File: src/rtl/ss_bus_master.sv
// Save-state bus initiator. A save walks every slave index, queries its size
// and streams header + data words to memory, closing with a terminator word.
// A restore parses that image back and writes each word to its slave.
module ss_bus_master #(
  parameter int NUM_SLAVES = 16,
  parameter int TIMEOUT    = 255
) (
  input  logic        clock,
  input  logic        reset_n,
  input  logic        cmd_save,
  input  logic        cmd_restore,
  output logic        busy,
  output logic        done,
  output logic        error,
  output logic [7:0]  ss_select,
  output logic [31:0] ss_addr,
  output logic        ss_query,
  output logic        ss_read,
  output logic        ss_write,
  output logic [63:0] ss_wdata,
  input  logic        ss_ack,
  input  logic [63:0] ss_rdata,
  output logic [31:0] mem_addr,
  output logic        mem_rd,
  output logic        mem_wr,
  output logic [63:0] mem_wdata,
  input  logic        mem_ack,
  input  logic [63:0] mem_rdata
);

  typedef enum logic [3:0] {
    S_IDLE, S_QUERY, S_NEXT, S_HDR_WR, S_SL_RD, S_MEM_WR, S_TERM_WR,
    S_DONE, S_HDR_RD, S_MEM_RD, S_SL_WR
  } state_t;

  localparam logic [8:0]  NS     = 9'(NUM_SLAVES);
  localparam logic [15:0] TMO_M1 = 16'(TIMEOUT - 1);
  localparam logic [63:0] TERM   = 64'hFFFF_FFFF_FFFF_FFFF;

  state_t      state, state_nx;
  logic [8:0]  idx, idx_nx;       // one spare bit so idx+1 never wraps at 256
  logic [31:0] cnt, cnt_nx;
  logic [31:0] addr, addr_nx;
  logic [31:0] maddr, maddr_nx;
  logic [63:0] dat, dat_nx;
  logic        gap, gap_nx;       // forces strobes low for one cycle after any ack
  logic [15:0] tcnt, tcnt_nx;
  logic        err, err_nx;
  logic        ss_ok, mem_ok, tmo, ss_req;

  logic unused_rdata;
  assign unused_rdata = ^ss_rdata[63:32];

  assign ss_select = idx[7:0];
  assign ss_addr   = addr;
  assign ss_wdata  = dat;
  assign mem_addr  = maddr;
  assign error     = err;

  // Next-state, datapath updates and strobe decode
  always_comb begin
    state_nx  = state;
    idx_nx    = idx;
    cnt_nx    = cnt;
    addr_nx   = addr;
    maddr_nx  = maddr;
    dat_nx    = dat;
    err_nx    = err;
    tcnt_nx   = 16'd0;
    busy      = (state != S_IDLE) && (state != S_DONE);
    done      = (state == S_DONE);
    ss_query  = (state == S_QUERY)  && !gap;
    ss_read   = (state == S_SL_RD)  && !gap;
    ss_write  = (state == S_SL_WR)  && !gap;
    mem_rd    = ((state == S_HDR_RD) || (state == S_MEM_RD)) && !gap;
    mem_wr    = ((state == S_HDR_WR) || (state == S_MEM_WR) || (state == S_TERM_WR)) && !gap;
    mem_wdata = 64'd0;
    case (state)
      S_HDR_WR:  mem_wdata = {24'd0, idx[7:0], cnt};
      S_MEM_WR:  mem_wdata = dat;
      S_TERM_WR: mem_wdata = TERM;
      default:   mem_wdata = 64'd0;
    endcase

    // acks only count while the matching request is outstanding
    ss_req = ss_query || ss_read || ss_write;
    ss_ok  = ss_ack && ss_req;
    mem_ok = mem_ack && (mem_rd || mem_wr);
    gap_nx = ss_ok || mem_ok;
    tmo    = 1'b0;
    if (ss_req && !ss_ack) begin
      tcnt_nx = tcnt + 16'd1;
      tmo     = (tcnt == TMO_M1);
    end

    case (state)
      S_IDLE: begin
        if (cmd_save) begin
          state_nx = S_QUERY;
          idx_nx   = 9'd0;
          maddr_nx = 32'd0;
          err_nx   = 1'b0;
        end else if (cmd_restore) begin
          state_nx = S_HDR_RD;
          maddr_nx = 32'd0;
          err_nx   = 1'b0;
        end
      end
      S_QUERY: begin
        if (ss_ok) begin
          cnt_nx   = ss_rdata[31:0];
          state_nx = (ss_rdata[31:0] == 32'd0) ? S_NEXT : S_HDR_WR;
        end else if (tmo) begin
          state_nx = S_NEXT;
        end
      end
      S_HDR_WR: begin
        if (mem_ok) begin
          maddr_nx = maddr + 32'd1;
          addr_nx  = 32'd0;
          state_nx = S_SL_RD;
        end
      end
      S_SL_RD: begin
        if (ss_ok) begin
          dat_nx   = ss_rdata;
          state_nx = S_MEM_WR;
        end else if (tmo) begin
          err_nx   = 1'b1;
          state_nx = S_IDLE;
        end
      end
      S_MEM_WR: begin
        if (mem_ok) begin
          maddr_nx = maddr + 32'd1;
          if (addr + 32'd1 < cnt) begin
            addr_nx  = addr + 32'd1;
            state_nx = S_SL_RD;
          end else begin
            state_nx = S_NEXT;
          end
        end
      end
      S_NEXT: begin
        if (idx + 9'd1 < NS) begin
          idx_nx   = idx + 9'd1;
          state_nx = S_QUERY;
        end else begin
          state_nx = S_TERM_WR;
        end
      end
      S_TERM_WR: begin
        if (mem_ok) begin
          maddr_nx = maddr + 32'd1;
          state_nx = S_DONE;
        end
      end
      S_DONE: state_nx = S_IDLE;
      S_HDR_RD: begin
        if (mem_ok) begin
          maddr_nx = maddr + 32'd1;
          idx_nx   = {1'b0, mem_rdata[39:32]};
          cnt_nx   = mem_rdata[31:0];
          addr_nx  = 32'd0;
          if (mem_rdata == TERM)
            state_nx = S_DONE;
          else if ({1'b0, mem_rdata[39:32]} >= NS) begin
            err_nx   = 1'b1;
            state_nx = S_IDLE;
          end else if (mem_rdata[31:0] == 32'd0)
            state_nx = S_HDR_RD;
          else
            state_nx = S_MEM_RD;
        end
      end
      S_MEM_RD: begin
        if (mem_ok) begin
          maddr_nx = maddr + 32'd1;
          dat_nx   = mem_rdata;
          state_nx = S_SL_WR;
        end
      end
      S_SL_WR: begin
        if (ss_ok) begin
          if (addr + 32'd1 < cnt) begin
            addr_nx  = addr + 32'd1;
            state_nx = S_MEM_RD;
          end else begin
            state_nx = S_HDR_RD;
          end
        end else if (tmo) begin
          err_nx   = 1'b1;
          state_nx = S_IDLE;
        end
      end
      default: state_nx = S_IDLE;
    endcase
  end

  // State and datapath registers, synchronous active-low reset
  always_ff @(posedge clock) begin
    if (!reset_n) begin
      state <= S_IDLE;
      idx   <= 9'd0;
      cnt   <= 32'd0;
      addr  <= 32'd0;
      maddr <= 32'd0;
      dat   <= 64'd0;
      gap   <= 1'b0;
      tcnt  <= 16'd0;
      err   <= 1'b0;
    end else begin
      state <= state_nx;
      idx   <= idx_nx;
      cnt   <= cnt_nx;
      addr  <= addr_nx;
      maddr <= maddr_nx;
      dat   <= dat_nx;
      gap   <= gap_nx;
      tcnt  <= tcnt_nx;
      err   <= err_nx;
    end
  end

endmodule

File: config.mk
export PLATFORM = sky130hd
export DESIGN_NAME = ss_bus_master
export DESIGN_NICKNAME = d
export VERILOG_FILES = /design/src/rtl/ss_bus_master.sv
export SDC_FILE = /design/constraint.sdc
export NUM_CORES = 1
export LEC_CHECK = 0
export ABC_AREA = 0
export CORE_AREA = 2 2 119 237
export CTS_CLUSTER_DIAMETER = 80
export CTS_CLUSTER_SIZE = 20
export DETAILED_ROUTE_END_ITERATION = 8
export DIE_AREA = 0 0 121 239
export GPL_TIMING_DRIVEN = 1
export PLACE_DENSITY = 0.74
export SLEW_MARGIN = 0
export SYNTH_ARGS = -nofsm -noshare
export SYNTH_HDL_FRONTEND = slang
export SYNTH_SLANG_ARGS = --single-unit
File: constraint.sdc
create_clock -name clock -period 8.8 [get_ports clock]
set_clock_uncertainty 0.05 [all_clocks]
set_input_delay 2.64 -clock clock [delete_from_list [all_inputs] [get_ports clock]]
set_output_delay 2.64 -clock clock [all_outputs]
set_load 0.02 [all_outputs]
Yosys cells after proc, flatten, opt, wreduce, memory -nomap -nowiden
Cells that the tools add are included.

word-level totals
  register bits after elaboration = 191
  input bits = 134
  word-level logic and storage cells = 135

cells by class
  add/subtract/negate cells = 4
  order comparisons = 3
  equal/unequal tests = 31
  multiplexer cells = 49
  reduce and logical (&&, ||, !) cells = 39

operator list
  operator                 count
  $mux W32                 9
  $pmux W64 S3             1
  $mux W64                 2
  $pmux W32 S2             2
  $pmux W64 S2             1
  $pmux W32 S3             1
  $add A32 B1 Y32 const B  2
  $eq A64 B64 Y1 const B   1
  $logic_not A32 Y1        2
  $mux W4                  14
  $pmux W4 S10             1
  $lt A32 B32 Y1           1
  $mux W9                  3
  $pmux W9 S3              1
  $ne A2 B2 Y1 const B     12
  $add A16 B1 Y16 const B  1
  $eq A16 B8 Y1 const B    1
  $eq A4 B3 Y1 const B     4
  $reduce_and A7 Y1        2
  $eq A4 B4 Y1 const B     3
  $mux W1                  11
  $add A9 B1 Y9 const B    1
  $logic_and A1 B1 Y1      9
  $lt A9 B5 Y1 const B     1
  19 further kinds         40

Longest topological paths before layout
Gate-level depths: netlist of run 1.

  depth after elaboration = 9
  mapped depth = 17

Least setup slack after synthesis of run 1
Ideal clock, no wire load.

  path kind = register to output
  from = register state[1]
  to = output port mem_wdata[0]
  arrival = 1.781 ns
  required time = 6.110 ns
  slack = 4.329 ns
  stages on the path, launching flop included = 7
  path buffers = 4
  cell sequence = dfxtp_1 -> buf_2 -> nor4bb_1 -> clkbuf_1 -> clkbuf_1 -> buf_1 -> a221o_1

on the way
  word-level cells in the longest chain between the ends = 2

ends and longest elaborated chain
  what                                                 RTL line  RTL
  from (decl)                                          40        state_t state, state_nx;
  from (signal assigned)                               213       state <= state_nx;
  $eq A4 B3 Y1 / $eq A4 B2 Y1 (equally long branches)  78        case (state)
  $pmux W64 S3 (*)                                     78
  to (decl)                                            26        output logic [63:0] mem_wdata,

Every way passes the cells marked *; elsewhere a longest branch is shown, timed or not.

Worst setup path after layout of run 1
  from = register state[0]
  to = output port mem_wr

on the way
  word-level cells in the longest chain between the ends = 4

ends and longest elaborated chain
  what                                                 RTL line  RTL
  $eq A4 B2 Y1 / $eq A4 B3 Y1 (equally long branches)  76        mem_wr = ((state == S_HDR_WR) || (state == S_MEM_WR) || (state == S_TERM_WR)) && !gap;
  $logic_or A1 B1 Y1                                   76
  $logic_or A1 B1 Y1 (*)                               76
  $logic_and A1 B1 Y1 (*)                              76
  to (decl)                                            25        output logic mem_wr,

Marked as above.

==> results.py, run 1 <==
metrics = {
    "run_status": {
        "status": "completed",
    },
    "critical_path": {
        "reg2reg_from": "ss_addr[17]$_SDFFE_PN0P_",
        "r2r_end": "ss_addr[2]$_SDFFE_PN0P_",
        "cpPeakStageDelay_ns": 0.86,
        "critPathLaunch": "state[0]$_SDFFE_PN0P_",
        "cp_slowest_cell": "nor4bb_4",
        "path_common_cell": "buf_4",
        "required_ns": 6.11,
        "cp_max_fo": 29,
        "rr_worst_depth": 14,
        "end_kind": "output pin",
        "crit_chain": "buf_4, nor4bb_4, buf_4, nor3_1, nor2_1, clkdlybuf4s50_1",
        "start_kind": "flop",
        "worstSetupPathType": "flop to output pin",
        "r2r_slack_ns": 4.08,
        "critPathArrivalTime_ns": 3.38,
    },
    "pwr": {
        "p_leak_uw": 0.00674,
        "p_seq_frac": 0.354,
        "p_switching_uw": 1220,
        "peakVddDrop_mv": 0.145,
        "pwr-share-comb": 0.394,
        "p_sw_frac": 0.391,
        "cellPowerDensity_nw_per_um2": 197,
        "power.internal_uw": 1900,
        "pwr-share-clk": 0.251,
    },
    "routing": {
        "drtAntennaViolNets": 0,
        "drcViolationCount": 0,
        "viasPerCell": 5.93,
        "vias": 12300,
        "drt-initial-drc-count": 1092,
        "routed_wl_mm": 41.6,
        "avgRoutedWirePerCell_um": 20.2,
        "first_pass_iters": 5,
    },
    "die": {
        "row_count": 86,
        "ios": 342,
        "die-area_um2": 28900,
        "core_area_um2": 27200,
        "die-height_um": 239,
        "initial_core_util": 0.432,
        "die_x_um": 121,
    },
    "finish": {
        "fin_nets": 1873,
        "fin_area_um2": 15900,
        "fill_cells": 2500,
        "final_cells": 2066,
        "area_delta_synth_final_pct": 35.2,
        "layout_common_cells": "clkdlybuf4s50_1, dfxtp_1, nand2_1",
        "ff_latch_area_um2": 3820,
        "multiInputGateArea_um2": 7290,
        "drive_above_1_share": 0.0426,
        "final_common_cell": "clkdlybuf4s50_1",
        "antenna_cells": 0,
    },
    "timing": {
        "hold_violations": 0,
        "holdWs_ns": 0.409,
        "fin_crit_ns": 6.07,
        "slew_headroom": 0.220,
        "tns_ns": 0,
        "period_share": 0.689,
        "finalSetupViolations": 0,
        "tightestPinTransition_ns": 1.16,
        "slew_violations": 0,
        "layout_setup_ws_ns": 2.73,
        "fmax_mhz": 165,
        "rsz0062_at_grt": "false",
    },
    "clock_network": {
        "postCtsSetupBuffers": 0,
        "ctsResizeCount": 0,
        "clock-sinks": 191,
        "clock-root-buffer": "clkbuf_16",
        "htreeDepth": 4,
        "insertion_delay_ns": 0.45,
        "cts_hold_buf": 0,
        "clockBufferDepth": 2,
        "cts_tree": "done",
        "clkSlewWorstSetupHoldPaths_ns": 0.07,
        "cts_made_buffers": 17,
    },
    "logic_synthesis": {
        "synth_fp_nets": 1615,
        "synth-seq-area-share": 0.325,
        "synth_edf_count": 0,
        "synth_ff_type": "dfxtp_1",
        "synth_cell_types": 77,
        "netlist_area_um2": 11800,
        "ys_ff_latch": 191,
        "async_flop_share": 0,
        "syn_inst": 1445,
        "avgSynthCellArea_um2": 8.13,
        "yosys_warnings": 0,
    },
    "min_path": {
        "hold_depth": 2,
        "holdPathEnd": "idx[8]$_SDFFE_PN0P_",
        "hp-start": "idx[8]$_SDFFE_PN0P_",
        "hold_class": "flop to flop",
    },
    "grt": {
        "use_met3": 0.0666,
        "use_met1": 0.360,
        "antenna_found_initial": 1,
        "track_usage": 0.283,
        "overflow": 0,
        "grt_pass1_wl_mm": 63.6,
        "grt_max_degree": 82,
        "top_usage_layer": "met2",
        "grt_pass1_vias": 11500,
        "grt.met2_usage": 0.454,
    },
    "flow_run": {
        "drv_cap": 0,
    },
    "place": {
        "placedCellCount": 2036,
        "gp_congestion": 0.948,
        "portBuffers": 341,
        "detailed_place.area_um2": 15300,
        "dpl.hpwl_mm": 30.3,
        "pre_cts_ws_ns": 2.89,
    },
}
-- per-layer routing --
metal	routed length (µm)	vias up
li1	-	5786
met1	16500	5717
met2	19200	662
met3	4220	94
met4	1650	2
met5	10	-
-- state kept, by name, indices dropped and copies added, names as in the netlist --
| register | count |
|---|---|
| tcnt | 16 |
| ss_addr | 32 |
| cnt | 32 |
| idx | 9 |
| error | 1 |
| state | 4 |
| mem_addr | 32 |
| gap | 1 |
| ss_wdata | 64 |
-- worst max-delay path by stage --
stage / to / depth (start not counted)
2_1_floorplan: mem_wdata[0] / 6
3_3_place_gp: mem_addr[11]$_SDFFE_PN0P_ / 8
3_5_place_dp: mem_addr[11]$_SDFFE_PN0P_ / 8
4_1_cts: mem_wr / 6
5_1_grt: mem_wr / 6
6_report: mem_wr / 6
-- cells by family after synthesis --
logic type / synth area share
flops: 0.325
buf+inv: 0.0612
compound gates: 0.226
xor+xnor: 0.0514
simple gates: 0.239
mux: 0.0579
fa+ha+maj: 0.0392
-- worst max-delay path, delay by kind of cell, from the launching register on --
kind | cells | cell delay (ns)
flops | 1 | 0.31
buf+inv | 3 | 1.40
simple gates | 3 | 1.17
-- final cells by class --
type / count / share of cell area
tap: 352 / 0.0277
clock buffer: 24 / 0.0309
clock inverter: 6 / 0.00520
inverter: 48 / 0.0113
sequential: 191 / 0.241
timing repair buffer: 363 / 0.225
multi-input combinational: 1082 / 0.459
-- power by group through the flow --
stage,Sequential [µW],Combinational (µW),Clock [µW]
2_1_floorplan,1120,791,0
3_3_place_gp,1120,1210,0
3_5_place_dp,1120,1220,0
4_1_cts,1100,1230,802
5_1_grt,1120,1350,829
6_report,1110,1230,785
-- synthesized netlist by cell type (all sizes together), types with 7 or more instances --
cell type,count,share of area
nor4,33,0.018
xnor2,27,0.020
nand4,50,0.027
o211a,100,0.085
nand2,183,0.059
nor2b,9,0.0048
inv,48,0.015
a22oi,7,0.0045
nor2,100,0.033
buf,52,0.023
o21ai,79,0.034
o31ai,8,0.0055
a21o,28,0.018
or2,7,0.0037
ha,36,0.038
and3,22,0.012
nand3,102,0.043
clkbuf,72,0.023
a21oi,34,0.015
a221o,40,0.034
or3,7,0.0037
xor2,42,0.031
dfxtp,191,0.33
nand2b,7,0.0037
nor3,17,0.0072
mux2i,68,0.058
-- per-stage QoR --
step	total power, µW	util
CTS	3130	0.584
floorplan	1910	-
global route	3300	0.584
global placement	2330	0.563
detailed placement	2350	0.563
finish	3120	0.584
Note: power is estimated with default switching activity, not from simulation.
==> inputs of run 2 (changes only) <==
- PLACE_DENSITY: 0.74 -> 0.77
- clock period: 8.8 -> 5.1 ns (I/O delays scaled with it)
==> run 2 against run 1 <==
Sequential cell count unchanged. Sequential power increased by 73%. Cell area rose by 0.78%. Critical path depth fell by 1. Critical path type unchanged.
==> results.py, run 2 (synthesis gave the netlist of run 1 again) <==
metrics = {
    "run_status": {
        "status": "completed",
    },
    "die": {
        "die-area_um2": 28900,
        "row_count": 86,
        "die-height_um": 239,
        "ios": 342,
        "die_x_um": 121,
        "initial_core_util": 0.432,
        "core_area_um2": 27200,
    },
    "grt": {
        "grt_pass1_wl_mm": 64.0,
        "antenna_found_initial": 0,
        "grt_max_degree": 75,
        "overflow": 0,
        "track_usage": 0.284,
        "grt_pass1_vias": 11300,
    },
    "min_path": {
        "hold_class": "flop to flop",
    },
    "pwr": {
        "p_sw_frac": 0.388,
        "peakVddDrop_mv": 0.234,
        "p_switching_uw": 2110,
        "pwr-share-clk": 0.254,
        "power.internal_uw": 3330,
        "p_leak_uw": 0.00679,
        "p_seq_frac": 0.352,
        "cellPowerDensity_nw_per_um2": 340,
        "pwr-share-comb": 0.394,
    },
    "timing": {
        "holdWs_ns": 0.415,
        "fin_crit_ns": 4.45,
        "tightestPinTransition_ns": 1.13,
        "layout_setup_ws_ns": 0.653,
        "finalSetupViolations": 0,
        "tns_ns": 0,
        "slew_headroom": 0.243,
        "fmax_mhz": 225,
        "hold_violations": 0,
        "rsz0062_at_grt": "false",
        "period_share": 0.872,
        "slew_violations": 0,
    },
    "clock_network": {
        "clock-sinks": 191,
        "cts_hold_buf": 0,
        "clockBufferDepth": 2,
        "ctsResizeCount": 0,
        "cts_made_buffers": 17,
        "clock-root-buffer": "clkbuf_16",
        "htreeDepth": 4,
        "cts_tree": "done",
        "clkSlewWorstSetupHoldPaths_ns": 0.06,
        "insertion_delay_ns": 0.46,
        "postCtsSetupBuffers": 0,
    },
    "routing": {
        "viasPerCell": 5.91,
        "avgRoutedWirePerCell_um": 20.4,
        "drcViolationCount": 0,
        "drt-initial-drc-count": 1030,
        "first_pass_iters": 6,
        "vias": 12300,
        "drtAntennaViolNets": 0,
        "routed_wl_mm": 42.2,
    },
    "critical_path": {
        "worstSetupPathType": "flop to output pin",
        "end_kind": "output pin",
        "start_kind": "flop",
        "cp_max_fo": 63,
        "critPathArrivalTime_ns": 2.87,
        "required_ns": 3.52,
    },
    "place": {
        "portBuffers": 341,
        "dpl.hpwl_mm": 31.5,
        "gp_congestion": 0.892,
        "pre_cts_ws_ns": 0.805,
    },
    "finish": {
        "fin_nets": 1879,
        "drive_above_1_share": 0.0465,
        "largest_reg_flops": 64,
        "layout_common_cells": "clkdlybuf4s50_1, dfxtp_1, nand2_1",
        "antenna_cells": 0,
        "multiInputGateArea_um2": 7290,
        "ff_latch_area_um2": 3820,
        "fill_cells": 2511,
        "final_common_cell": "clkdlybuf4s50_1",
        "area_delta_synth_final_pct": 36.2,
    },
    "flow_run": {
        "drv_cap": 0,
    },
}
==> run 2: changes by cell type in the layout (fill, tap and decap cells not counted), sizes merged <==
cell / delta
buf: +6
bufinv: +1
clkbuf: -5
clkinv: +4
clkinvlp: -1
inv: +1
==> run 2: final cells by class <==
type	instances	area share
tap	352	0.0275
timing repair buffer	369	0.231
multi-input combinational	1082	0.455
inverter	48	0.0113
clock buffer	19	0.0277
sequential	191	0.239
clock inverter	11	0.00883
==> run 2: path summary, 6_finish.rpt <==
kind	from	end	slack, ns	cells past startpoint
max	state[1]$_SDFFE_PN0P_	mem_wdata[39]	0.65	5
max reg2reg	ss_addr[0]$_SDFFE_PN0P_	ss_addr[18]$_SDFFE_PN0P_	0.69	15
min	idx[8]$_SDFFE_PN0P_	idx[8]$_SDFFE_PN0P_	0.41	2
min reg2reg	idx[8]$_SDFFE_PN0P_	idx[8]$_SDFFE_PN0P_	0.41	2
==> run 2: layer usage <==
layer,vias up,track usage,share of wire
met4,0,0.124,0.037
li1,5817,-,-
met3,69,0.0713,0.090
met2,588,0.447,0.46
met5,-,0,0
met1,5777,0.365,0.41
==> run 2: worst max-delay path: stages, from the launching register on <==
cell	delay [ns]
dfxtp_1	0.34
buf_4	0.22
nor4bb_4	0.56
buf_12	0.37
a221o_1	0.29
clkdlybuf4s50_1	0.63
==> run 2: metrics by stage <==
step,utilization,area (µm²),cells,power [µW]
6_report,0.588,16000,2072,5450
5_1_grt,0.588,16000,2072,5740
4_1_cts,0.588,16000,2072,5460
3_5_place_dp,0.567,15400,2042,4070
3_3_place_gp,0.567,15400,2042,4050
2_1_floorplan,-,11800,1445,3300
==> run 2: power groups by stage <==
stage	registers (µW)	clock network [µW]	logic (µW)
floorplan	1930	0	1370
global placement	1940	0	2100
detailed placement	1950	0	2120
CTS	1910	1410	2130
global route	1940	1460	2340
finish	1920	1380	2150
==> inputs of run 3 (changes only) <==
- HOLD_SLACK_MARGIN: default -> 0.03
==> results of run 3 <==
Same layout as run 2: the final DEF is identical, and so are final timing and power.
